**config.mk**
```make
export PLATFORM = sky130hd
export DESIGN_NAME = vga_timing_rx
export DESIGN_NICKNAME = d
export VERILOG_FILES = /design/src/rtl/vga_timing_rx.sv
export SDC_FILE = /design/constraint.sdc
export NUM_CORES = 1
export LEC_CHECK = 0
export ABC_AREA = 1
export ABC_CLOCK_PERIOD_IN_PS = 4410
export BUFFER_PORTS_ARGS = -buffer_cell sky130_fd_sc_hd__buf_4
export CORE_MARGIN = 4
export CORE_UTILIZATION = 55
export DETAILED_ROUTE_END_ITERATION = 6
export PLACE_DENSITY = 0.86
export SLEW_MARGIN = 5
export SYNTH_ARGS = -nofsm -noshare
export SYNTH_HDL_FRONTEND = slang
export SYNTH_SLANG_ARGS = --single-unit
export TNS_END_PERCENT = 100
```
**constraint.sdc**
```tcl
create_clock -name clk -period 4.41 [get_ports clk]
set_input_delay 0.882 -clock clk [delete_from_list [all_inputs] [get_ports clk]]
set_output_delay 0.882 -clock clk [all_outputs]
set_load 0.02 [all_outputs]
```
**src/rtl/vga_timing_rx.sv**
```systemverilog
// vga_timing_rx: recovers lock, x/y and de from h_sync/v_sync alone; x/y/de trail the counters by one pixel tick, no backpressure.
// Define VGA_TIMING_RX_STATS_EN to add the err_count/frame_count statistics outputs.
module vga_timing_rx #(
    parameter int RESOLUTION_BITS = 10,
    parameter int AV_X            = 640,
    parameter int H_SYNC_PULSE    = 95,
    parameter int H_FRONT_PORCH   = 25,
    parameter int H_BACK_PORCH    = 40,
    parameter int AV_Y            = 480,
    parameter int V_SYNC_PULSE    = 2,
    parameter int V_FRONT_PORCH   = 10,
    parameter int V_BACK_PORCH    = 29,
    parameter int CNT_BITS        = 11,
    parameter int LOCK_FRAMES     = 2
) (
    input  logic                       clk,
    input  logic                       reset,
    input  logic                       vga_clk,
    input  logic                       h_sync,
    input  logic                       v_sync,
    output logic [RESOLUTION_BITS-1:0] x,
    output logic [RESOLUTION_BITS-1:0] y,
    output logic                       de,
    output logic                       locked,
    output logic                       frame_start,
    output logic                       sync_err
`ifdef VGA_TIMING_RX_STATS_EN
    ,
    output logic [7:0]                 err_count,
    output logic [15:0]                frame_count
`endif
);

    localparam int H_TOTAL = AV_X + H_SYNC_PULSE + H_FRONT_PORCH + H_BACK_PORCH;
    localparam int V_TOTAL = AV_Y + V_SYNC_PULSE + V_FRONT_PORCH + V_BACK_PORCH;
    localparam int HA0     = H_SYNC_PULSE + H_BACK_PORCH;
    localparam int VA0     = V_SYNC_PULSE + V_BACK_PORCH;
    localparam int GW      = $clog2(LOCK_FRAMES + 1);

    localparam logic [CNT_BITS-1:0] CNT_MAX = '1;
    localparam logic [CNT_BITS:0]   H_TOT_W = (CNT_BITS+1)'(H_TOTAL);
    localparam logic [CNT_BITS:0]   V_TOT_W = (CNT_BITS+1)'(V_TOTAL);
    localparam logic [CNT_BITS-1:0] HA0_C   = CNT_BITS'(HA0);
    localparam logic [CNT_BITS-1:0] HAE_C   = CNT_BITS'(HA0 + AV_X);
    localparam logic [CNT_BITS-1:0] VA0_C   = CNT_BITS'(VA0);
    localparam logic [CNT_BITS-1:0] VAE_C   = CNT_BITS'(VA0 + AV_Y);
    localparam logic [GW-1:0]       LOCK_C  = GW'(LOCK_FRAMES);

    typedef enum logic [1:0] {SEARCH, TRACK, LOCKED} state_t;

    state_t                     state_q, state_d;
    logic                       hs_q, hs_d, vs_q, vs_d;
    logic [CNT_BITS-1:0]        h_cnt_q, h_cnt_d, l_cnt_q, l_cnt_d;
    logic                       line_err_q, line_err_d;
    logic [GW-1:0]              good_cnt_q, good_cnt_d;
    logic [RESOLUTION_BITS-1:0] x_q, x_d, y_q, y_d;
    logic                       de_q, de_d, locked_q, locked_d;
    logic                       frame_start_q, frame_start_d, sync_err_q, sync_err_d;

    logic hs_fall, vs_fall, h_sat, l_sat, line_bad, frame_good, in_win;

`ifdef VGA_TIMING_RX_STATS_EN
    logic [7:0]  err_cnt_q, err_cnt_d;
    logic [15:0] frm_cnt_q, frm_cnt_d;
`endif

    always_comb begin
        hs_fall    = hs_q & ~h_sync;
        vs_fall    = vs_q & ~v_sync;
        // A stuck counter is only an error when it would have advanced past its ceiling.
        h_sat      = ~hs_fall & (h_cnt_q == CNT_MAX);
        l_sat      = hs_fall & ~vs_fall & (l_cnt_q == CNT_MAX);
        line_bad   = hs_fall & (({1'b0, h_cnt_q} + (CNT_BITS+1)'(1)) != H_TOT_W);
        frame_good = (({1'b0, l_cnt_q} + {{CNT_BITS{1'b0}}, hs_fall}) == V_TOT_W) & ~line_err_q;
        in_win     = (h_cnt_q >= HA0_C) & (h_cnt_q < HAE_C) & (l_cnt_q >= VA0_C) & (l_cnt_q < VAE_C);

        state_d       = state_q;
        hs_d          = hs_q;
        vs_d          = vs_q;
        h_cnt_d       = h_cnt_q;
        l_cnt_d       = l_cnt_q;
        line_err_d    = line_err_q;
        good_cnt_d    = good_cnt_q;
        x_d           = x_q;
        y_d           = y_q;
        de_d          = de_q;
        locked_d      = locked_q;
        frame_start_d = 1'b0;
        sync_err_d    = 1'b0;

        if (vga_clk) begin
            hs_d    = h_sync;
            vs_d    = v_sync;
            h_cnt_d = hs_fall ? '0 : ((h_cnt_q == CNT_MAX) ? h_cnt_q : h_cnt_q + CNT_BITS'(1));

            if (vs_fall) begin
                l_cnt_d    = '0;
                line_err_d = 1'b0;
            end else begin
                if (hs_fall && l_cnt_q != CNT_MAX) l_cnt_d = l_cnt_q + CNT_BITS'(1);
                if (line_bad) line_err_d = 1'b1;
            end

            case (state_q)
                SEARCH: begin
                    if (vs_fall) begin
                        state_d    = TRACK;
                        good_cnt_d = '0;
                    end
                end
                TRACK: begin
                    if (h_sat | l_sat) begin
                        state_d = SEARCH;
                    end else if (vs_fall) begin
                        if (frame_good) begin
                            good_cnt_d = good_cnt_q + GW'(1);
                            if (good_cnt_q + GW'(1) == LOCK_C) state_d = LOCKED;
                        end else begin
                            good_cnt_d = '0;
                        end
                    end
                end
                LOCKED: begin
                    if (line_bad | h_sat | l_sat | (vs_fall & ~frame_good)) begin
                        state_d    = SEARCH;
                        sync_err_d = 1'b1;
                    end
                end
                default: state_d = SEARCH;
            endcase

            // Decode gates on the post-edge lock so de never outlives locked.
            locked_d      = (state_d == LOCKED);
            frame_start_d = vs_fall & locked_d;
            de_d          = locked_d & in_win;
            x_d           = de_d ? RESOLUTION_BITS'(h_cnt_q - HA0_C) : '0;
            y_d           = de_d ? RESOLUTION_BITS'(l_cnt_q - VA0_C) : '0;
        end

`ifdef VGA_TIMING_RX_STATS_EN
        err_cnt_d = (sync_err_d && err_cnt_q != 8'hFF) ? err_cnt_q + 8'd1 : err_cnt_q;
        frm_cnt_d = frame_start_d ? frm_cnt_q + 16'd1 : frm_cnt_q;
`endif
    end

    always_ff @(posedge clk) begin
        if (!reset) begin
            state_q       <= SEARCH;
            hs_q          <= 1'b1;
            vs_q          <= 1'b1;
            h_cnt_q       <= '0;
            l_cnt_q       <= '0;
            line_err_q    <= 1'b0;
            good_cnt_q    <= '0;
            x_q           <= '0;
            y_q           <= '0;
            de_q          <= 1'b0;
            locked_q      <= 1'b0;
            frame_start_q <= 1'b0;
            sync_err_q    <= 1'b0;
`ifdef VGA_TIMING_RX_STATS_EN
            err_cnt_q     <= '0;
            frm_cnt_q     <= '0;
`endif
        end else begin
            state_q       <= state_d;
            hs_q          <= hs_d;
            vs_q          <= vs_d;
            h_cnt_q       <= h_cnt_d;
            l_cnt_q       <= l_cnt_d;
            line_err_q    <= line_err_d;
            good_cnt_q    <= good_cnt_d;
            x_q           <= x_d;
            y_q           <= y_d;
            de_q          <= de_d;
            locked_q      <= locked_d;
            frame_start_q <= frame_start_d;
            sync_err_q    <= sync_err_d;
`ifdef VGA_TIMING_RX_STATS_EN
            err_cnt_q     <= err_cnt_d;
            frm_cnt_q     <= frm_cnt_d;
`endif
        end
    end

    assign x           = x_q;
    assign y           = y_q;
    assign de          = de_q;
    assign locked      = locked_q;
    assign frame_start = frame_start_q;
    assign sync_err    = sync_err_q;
`ifdef VGA_TIMING_RX_STATS_EN
    assign err_count   = err_cnt_q;
    assign frame_count = frm_cnt_q;
`endif

endmodule

```
# After elaboration in Yosys (flattened, before gate mapping)
# Index checks and enable logic that the tools add are counted.
# Widths: inputs -> output; s select.
dict set report word_totals {
  register_bits 53
  output_inout_bits 24
  elab_cells 93
}
dict set report op_classes {
  addsub 7
  order_cmp 4
  eq_ne 13
  n_mux 22
  bitwise 23
  reduce_logical 11
}
# op count
set op_table {}
lappend op_table {{$mux 11} 4}
lappend op_table {{$add 11x1->11 const B} 2}
lappend op_table {{$eq 11x11->1 const B} 2}
lappend op_table {{$mux 2} 11}
lappend op_table {{$mux 10} 2}
lappend op_table {{$and 1x1->1} 13}
lappend op_table {{$add 11x1->12} 1}
lappend op_table {{$add 11x1->12 const B} 1}
lappend op_table {{$eq 12x10->1 const B} 1}
lappend op_table {{$ne 12x10->1 const B} 1}
lappend op_table {{$ge 11x5->1 const B} 1}
lappend op_table {{$ge 11x8->1 const B} 1}
lappend op_table {{$lt 11x10->1 const B} 1}
lappend op_table {{$lt 11x9->1 const B} 1}
lappend op_table {{$ne 11x11->1 const B} 1}
lappend op_table {{$sub 10x5->10 const B} 1}
lappend op_table {{$sub 10x8->10 const B} 1}
lappend op_table {{$ne 2x2->1 const B} 4}
lappend op_table {{$reduce_and 2->1} 4}
lappend op_table {{$eq 2x2->1 const B} 3}
lappend op_table {{$not 1->1} 6}
lappend op_table {{$pmux 2 s3} 1}
lappend op_table {{$reduce_bool 2->1} 3}
lappend op_table {{$reduce_and 5->1} 1}
lappend op_table {{other kinds (8)} 13}

# Longest topological paths before layout
dict set report logic_depth {
  depth_word 14
  ltp_mapped 19
}

# Worst setup path before layout
# Ideal clock, no wire load.
dict set report synth_path {
  kind {input-to-reg}
  start {input h_sync}
  end {register x_q[0], in the netlist x[0]}
  arrival_time_ps 2814
  required_ps 4345
  slack_ps 1531
  stages 18
  path_cell_list {nor2_1 > ha_1 > ha_1 > inv_1 > nor2_1 > nand2_1 > nand2_1 > nand2_1 > nor2_1 > nand2_1 > a21oi_2 > nand3_2 > nand2_2 > nand4_2 > buf_6 > nor2_2 > nor2_1 > nor2_1}
}
dict set report synth_between {
  elab_chain_cells 14
  word_cells_on_any_way 25
  cone_classes {add/sub (1); eq/ne (2); mux (7); bitwise (15)}
}
# item line
set synth_rtl {}
lappend synth_rtl {{start: declaration} 19} ;# input logic h_sync,
lappend synth_rtl {{$not 1->1 *} 68} ;# hs_fall = hs_q & ~h_sync;
lappend synth_rtl {{$and 1x1->1 *} 68}
lappend synth_rtl {{$add 11x1->12} 74} ;# frame_good = (({1'b0, l_cnt_q} + {{CNT_BITS{1'b0}}, hs_fall}) == V_TOT_W) & ~line_err_q;
lappend synth_rtl {{$eq 12x10->1} 74}
lappend synth_rtl {{$and 1x1->1} 74}
lappend synth_rtl {{$not 1->1} 124} ;# if (line_bad | h_sat | l_sat | (vs_fall & ~frame_good)) begin
lappend synth_rtl {{$and 1x1->1} 124}
lappend synth_rtl {{$or 1x1->1} 124}
lappend synth_rtl {{$mux 2} 124}
lappend synth_rtl {{$pmux 2 s3 *} 104} ;# case (state_q)
lappend synth_rtl {{$mux 2 *} 91} ;# if (vga_clk) begin
lappend synth_rtl {{$eq 2x2->1 *} 133} ;# locked_d = (state_d == LOCKED);
lappend synth_rtl {{$and 1x1->1 *} 135} ;# de_d = locked_d & in_win;
lappend synth_rtl {{$mux 10 *} 136} ;# x_d = de_d ? RESOLUTION_BITS'(h_cnt_q - HA0_C) : '0;
lappend synth_rtl {{end signal: assignment} 155} ;# x_q <= '0;
lappend synth_rtl {{end signal: assignment} 173} ;# x_q <= x_d;
lappend synth_rtl {{end: declaration} 56} ;# logic [RESOLUTION_BITS-1:0] x_q, x_d, y_q, y_d;
# Mark *: on every way between the ends. The rest lies on a longest branch, timed or not. The select of a mux whose other input is x is not followed.
# A chain may end at the register's enable or synchronous reset.

# Final worst setup path
dict set report layout_path {
  start {input h_sync}
  end {register y_q[0], in the netlist y[0]}
}
dict set report layout_between {
  elab_chain_cells 14
  word_cells_on_any_way 25
  cone_classes {add/sub (1); eq/ne (2); mux (7); bitwise (15)}
}
# item line
set layout_rtl {}
lappend layout_rtl {{$not 1->1 *} 68}
lappend layout_rtl {{$and 1x1->1 *} 68}
lappend layout_rtl {{$add 11x1->12} 74}
lappend layout_rtl {{$eq 12x10->1} 74}
lappend layout_rtl {{$and 1x1->1} 74}
lappend layout_rtl {{$not 1->1} 124}
lappend layout_rtl {{$and 1x1->1} 124}
lappend layout_rtl {{$or 1x1->1} 124}
lappend layout_rtl {{$mux 2} 124}
lappend layout_rtl {{$pmux 2 s3 *} 104}
lappend layout_rtl {{$mux 2 *} 91}
lappend layout_rtl {{$eq 2x2->1 *} 133}
lappend layout_rtl {{$and 1x1->1 *} 135}
lappend layout_rtl {{$mux 10 *} 137} ;# y_d = de_d ? RESOLUTION_BITS'(l_cnt_q - VA0_C) : '0;
lappend layout_rtl {{end signal: assignment} 174} ;# y_q <= y_d;
lappend layout_rtl {{end: declaration} 56}
# Marks and branches as above.

==> metrics.md <==
| Metric | Value |
|---|---|
| Post-CTS Setup Inserts | `0` |
| Overall global routing resource usage | `21.5%` |
| Clock latency on the worst-skew pair | `330 ps` |
| Distinct cell type count after synthesis | `37` |
| Actual transition at the worst max-transition pin | `479 ps` |
| Maximum fanout along the worst path | `21` |
| Timing-limited maximum frequency | `325 MHz` |
| Boundary pin count | `29` |
| Main flop type after synthesis | `dfxtp_1` |
| Clock tree from TritonCTS | `yes` |
| Data required time at the worst endpoint | `4680 ps` |
| Routed via count | `2879` |
| Result of the run | `complete, no violations` |
| CP Launch Type | `primary input` |
| Total of endpoints with negative setup slack in the final report | `0` |
| Max-capacitance violation count | `0` |
| Number of clock sinks seen by CTS | `53` |
| Pins over their slew limit | `0` |
| Initial antenna violation count | `0` |
| Worst slew margin | `67.9%` |
| Final worst-path cycle share | `~70%` |
| Total Nets Final | `506` |
| Cell Rows | `26` |
| Remaining Overflow, GRT | `0` |
| Gate count of the mapped netlist | `around 480` |
| CTS buffer count | `5` |
| Type of the worst min-delay path | `reg -> reg` |
| Total wire length after detailed routing | `6.68 mm` |
| Pwr per Cell Area | `264 nW/um^2` |
| Maximum root-to-sink buffer count | `2` |
| Switching power summed over all nets | `roughly 0.00022 W` |
| Max IR drop VDD | `178 uV` |
| Post-layout instance area | `3390 sq um` |
| Beginning of the worst hold path | `hs_q` |
| Post-CTS resize count | `0` |
| Initial standard-cell utilization of the core | `58.2%` |
| H-tree lvl count | `2` |
| Sw Share | `24.8%` |
| Number of buffers inserted by port buffering | `28` |
| Register share of total power | `55.0%` |
| Avg Cell Area, Syn | `roughly 6.5 sq um` |
| Critical path arrival | `3350 ps` |
| Most used standard cells in the synthesized netlist | `nor2_1 (107), nand2_1 (90), inv_1 (63)` |
| Area growth from synthesis to final layout | `10.4%` |
| Mapped Area | `3070 sq um` |
| Vias in the first global route | `2552` |
| Worst r2r src | `hs_q` |
| Clk pin slew, worst setup/hold paths | `100 ps` |
| Dpl hpwl | `4.90 mm` |
| Wire length of the first global-routing pass | `11.4 mm` |
| DRT antenna net count | `0` |
| Number of DRC violations after detailed-routing iteration 0 | `196` |
| Number of instances on the worst hold path | `2` |
| Routed wire per std cell | `11.8 um` |
| Cell with the most instances after synthesis | `nor2_1` |
| Fraction of synthesis flops using an asynchronous set or reset pin | `0%` |
| Sequential cell area fraction in the yosys report | `34.6%` |
| DR DRC count | `0` |
| Leakage | `1.44 nW` |
| Core Area | `between 5000 and 6000 sq um` |
| Filler cells | `499` |
| Instance area at placement | `3280 sq um` |
| Total negative slack for setup checks | `0 ps` |
| Setup Crit Path Kind | `in -> reg` |
| Root buffer cell | `clkbuf_8` |
| Count of placed standard cells including taps | `around 560` |
| Post-synth top area share | `between 30 and 40%` |
| Detailed-routing iteration count for the pre-antenna-repair pass | `4` |
| Post-route minimum period | `3080 ps` |
| Routability-driven placement congestion ratio | `0.937` |
| Number of hold buffers added after cts | `0` |
| Area contributors post-synth | `dfxtp_1 (35%), nor2_1 (13%), nand2_1 (11%)` |
| Utilization after layout | `64.3%` |
| Height of the die | `82.7 um` |
| Final Hold Vio Count | `0` |
| RSZ-0062 raised after global routing | `false` |
| Destination of the worst hold path | `hs_q` |
| Number of cells on the worst reg-to-reg path | `18` |
| Clock share of power | `a little under two fifths` |
| Area of the die | `between 6000 and 7000 sq um` |
| Post-route non-filler standard cell count | `roughly 570` |
| Nets in the synthesized netlist | `486` |
| Category of the worst setup path capture point | `flip-flop` |
| Warning count from the yosys run | `0` |
| Flop and latch count out of synthesis | `53` |
| Vias per cell | `5.09` |
| Setup slack, reg-to-reg | `1660 ps` |
| Diodes inserted | `0` |
| Yosys top cell by area | `dfxtp_1` |
| Capture point of the worst reg-to-reg path | `y[0]` |
| Internal power component | `roughly 0.00067 W` |
| Final worst clock skew | `roughly 11 ps` |
| Die span in x | `82.7 um` |
| Share of post-route cells with drive strength above 1 | `between 10% and 20%` |
| Pin count of the biggest net entering global routing | `31` |
| EDFF count, synth | `0` |
| Fraction of power consumed by combinational cells | `7.0%` |
state kept, by name, indices dropped and copies added (netlist names):
signal and flops:
line_err_q 1, sync_err 1, hs_q 1, locked 1, h_cnt_q 11, x 10
vs_q 1, l_cnt_q 11, state_q 2, frame_start 1, y 10, de 1
good_cnt_q 2
cell type report:
type | count | area (sq um) | share of cell area [%]
Clock buffer | 6 | 72.6 | 2.14
Timing Repair Buffer | 31 | 233 | 6.87
Clock inverter | 2 | 38.8 | 1.14
Multi-Input combinational cell | 339 | 1650 | 48.7
Tap cell | 70 | 87.6 | 2.58
Inverter | 65 | 244 | 7.20
Sequential cell | 53 | 1060 | 31.3
critical path, stage by stage:
cell and delay [ps]:
buf_4 110, nor2_1 300, ha_1 300, ha_1 250
nor2_1 100, nand2_1 60, nor2_1 80, nand3_1 90
nor2_1 90, nand2_1 110, a21oi_2 180, nand3_2 80
nand2_2 90, nand4_2 80, buf_4 260, nor2_1 140
nor2_1 50, nor2_1 70
cells by family (layout without fill, tap and decap cells):
logic type	Yosys count	in the layout	share of synthesized area, %
AOI/OAI and AO/OA	52	52	9.91
xor gates and xnor gates	13	13	3.71
adders and majority gates	6	6	2.45
buffers and inverters	83	104	11.6
DFF	53	53	34.6
and+or+nand+nor	268	268	37.8
worst max-delay path by stage:
stage           start   end  cells past startpoint
2_1_floorplan  h_sync  x[0]                     18
3_3_place_gp   h_sync  y[0]                     18
3_5_place_dp   h_sync  y[0]                     18
4_1_cts        h_sync  y[0]                     18
5_1_grt        h_sync  y[8]                     18
6_report       h_sync  y[0]                     18
layout by cell type (no fill, tap or decap):
cell / n
nor2_1: 107
nand2_1: 90
inv_1: 63
dfxtp_1: 53
buf_4: 31
a21oi_1: 27
nor2_2: 24
nand3_1: 23
o21ai_0: 11
xor2_1: 9
nor3_1: 9
ha_1: 6
nand4_1: 5
clkbuf_8: 5
xnor2_1: 4
nand2_2: 3
a211oi_1: 3
clkinv_1: 2
o211a_1: 2
nand3_2: 2
o22ai_2: 1
a21oi_2: 1
o21bai_1: 1
o21ai_1: 1
o21a_1: 1
o22a_1: 1
o211ai_1: 1
nor3b_1: 1
nand4_2: 1
or2_2: 1
or3_1: 1
o31ai_1: 1
nor4_1: 1
a31oi_1: 1
clkinv_4: 1
bufinv_16: 1
clkbuf_1: 1
through the flow:
step / setup WS, ps / total power (W) / hold slack, ps
after detailed placement: 1020 / 0.000565 / 457
after global routing: 1020 / 0.000927 / 501
after global placement: 1160 / 0.000563 / 449
after CTS: 1340 / 0.000898 / 471
final: 1330 / 0.000895 / 469
after floorplan: 1530 / 0.000548 / 437
power groups by stage:
| stage | Clock (W) | Sequential (W) | Combinational, W |
|---|---|---|---|
| CTS | 0.000343 | 0.000492 | 0.0000627 |
| finish | 0.000340 | 0.000492 | 0.0000630 |
| floorplan | 0 | 0.000500 | 0.0000474 |
| detailed placement | 0 | 0.000503 | 0.0000626 |
| global route | 0.000363 | 0.000493 | 0.0000711 |
| global placement | 0 | 0.000503 | 0.0000605 |
metal layers:
| metal | wire length [um] | vias up | track usage (%) |
|---|---|---|---|
| met5 | 0 | - | 0 |
| met4 | 83 | 0 | 8.01 |
| met3 | 421 | 7 | 3.58 |
| met2 | 2970 | 84 | 35.7 |
| met1 | 3200 | 1266 | 27.8 |
| li1 | - | 1522 | - |
Power figures use the tool's default switching activity.
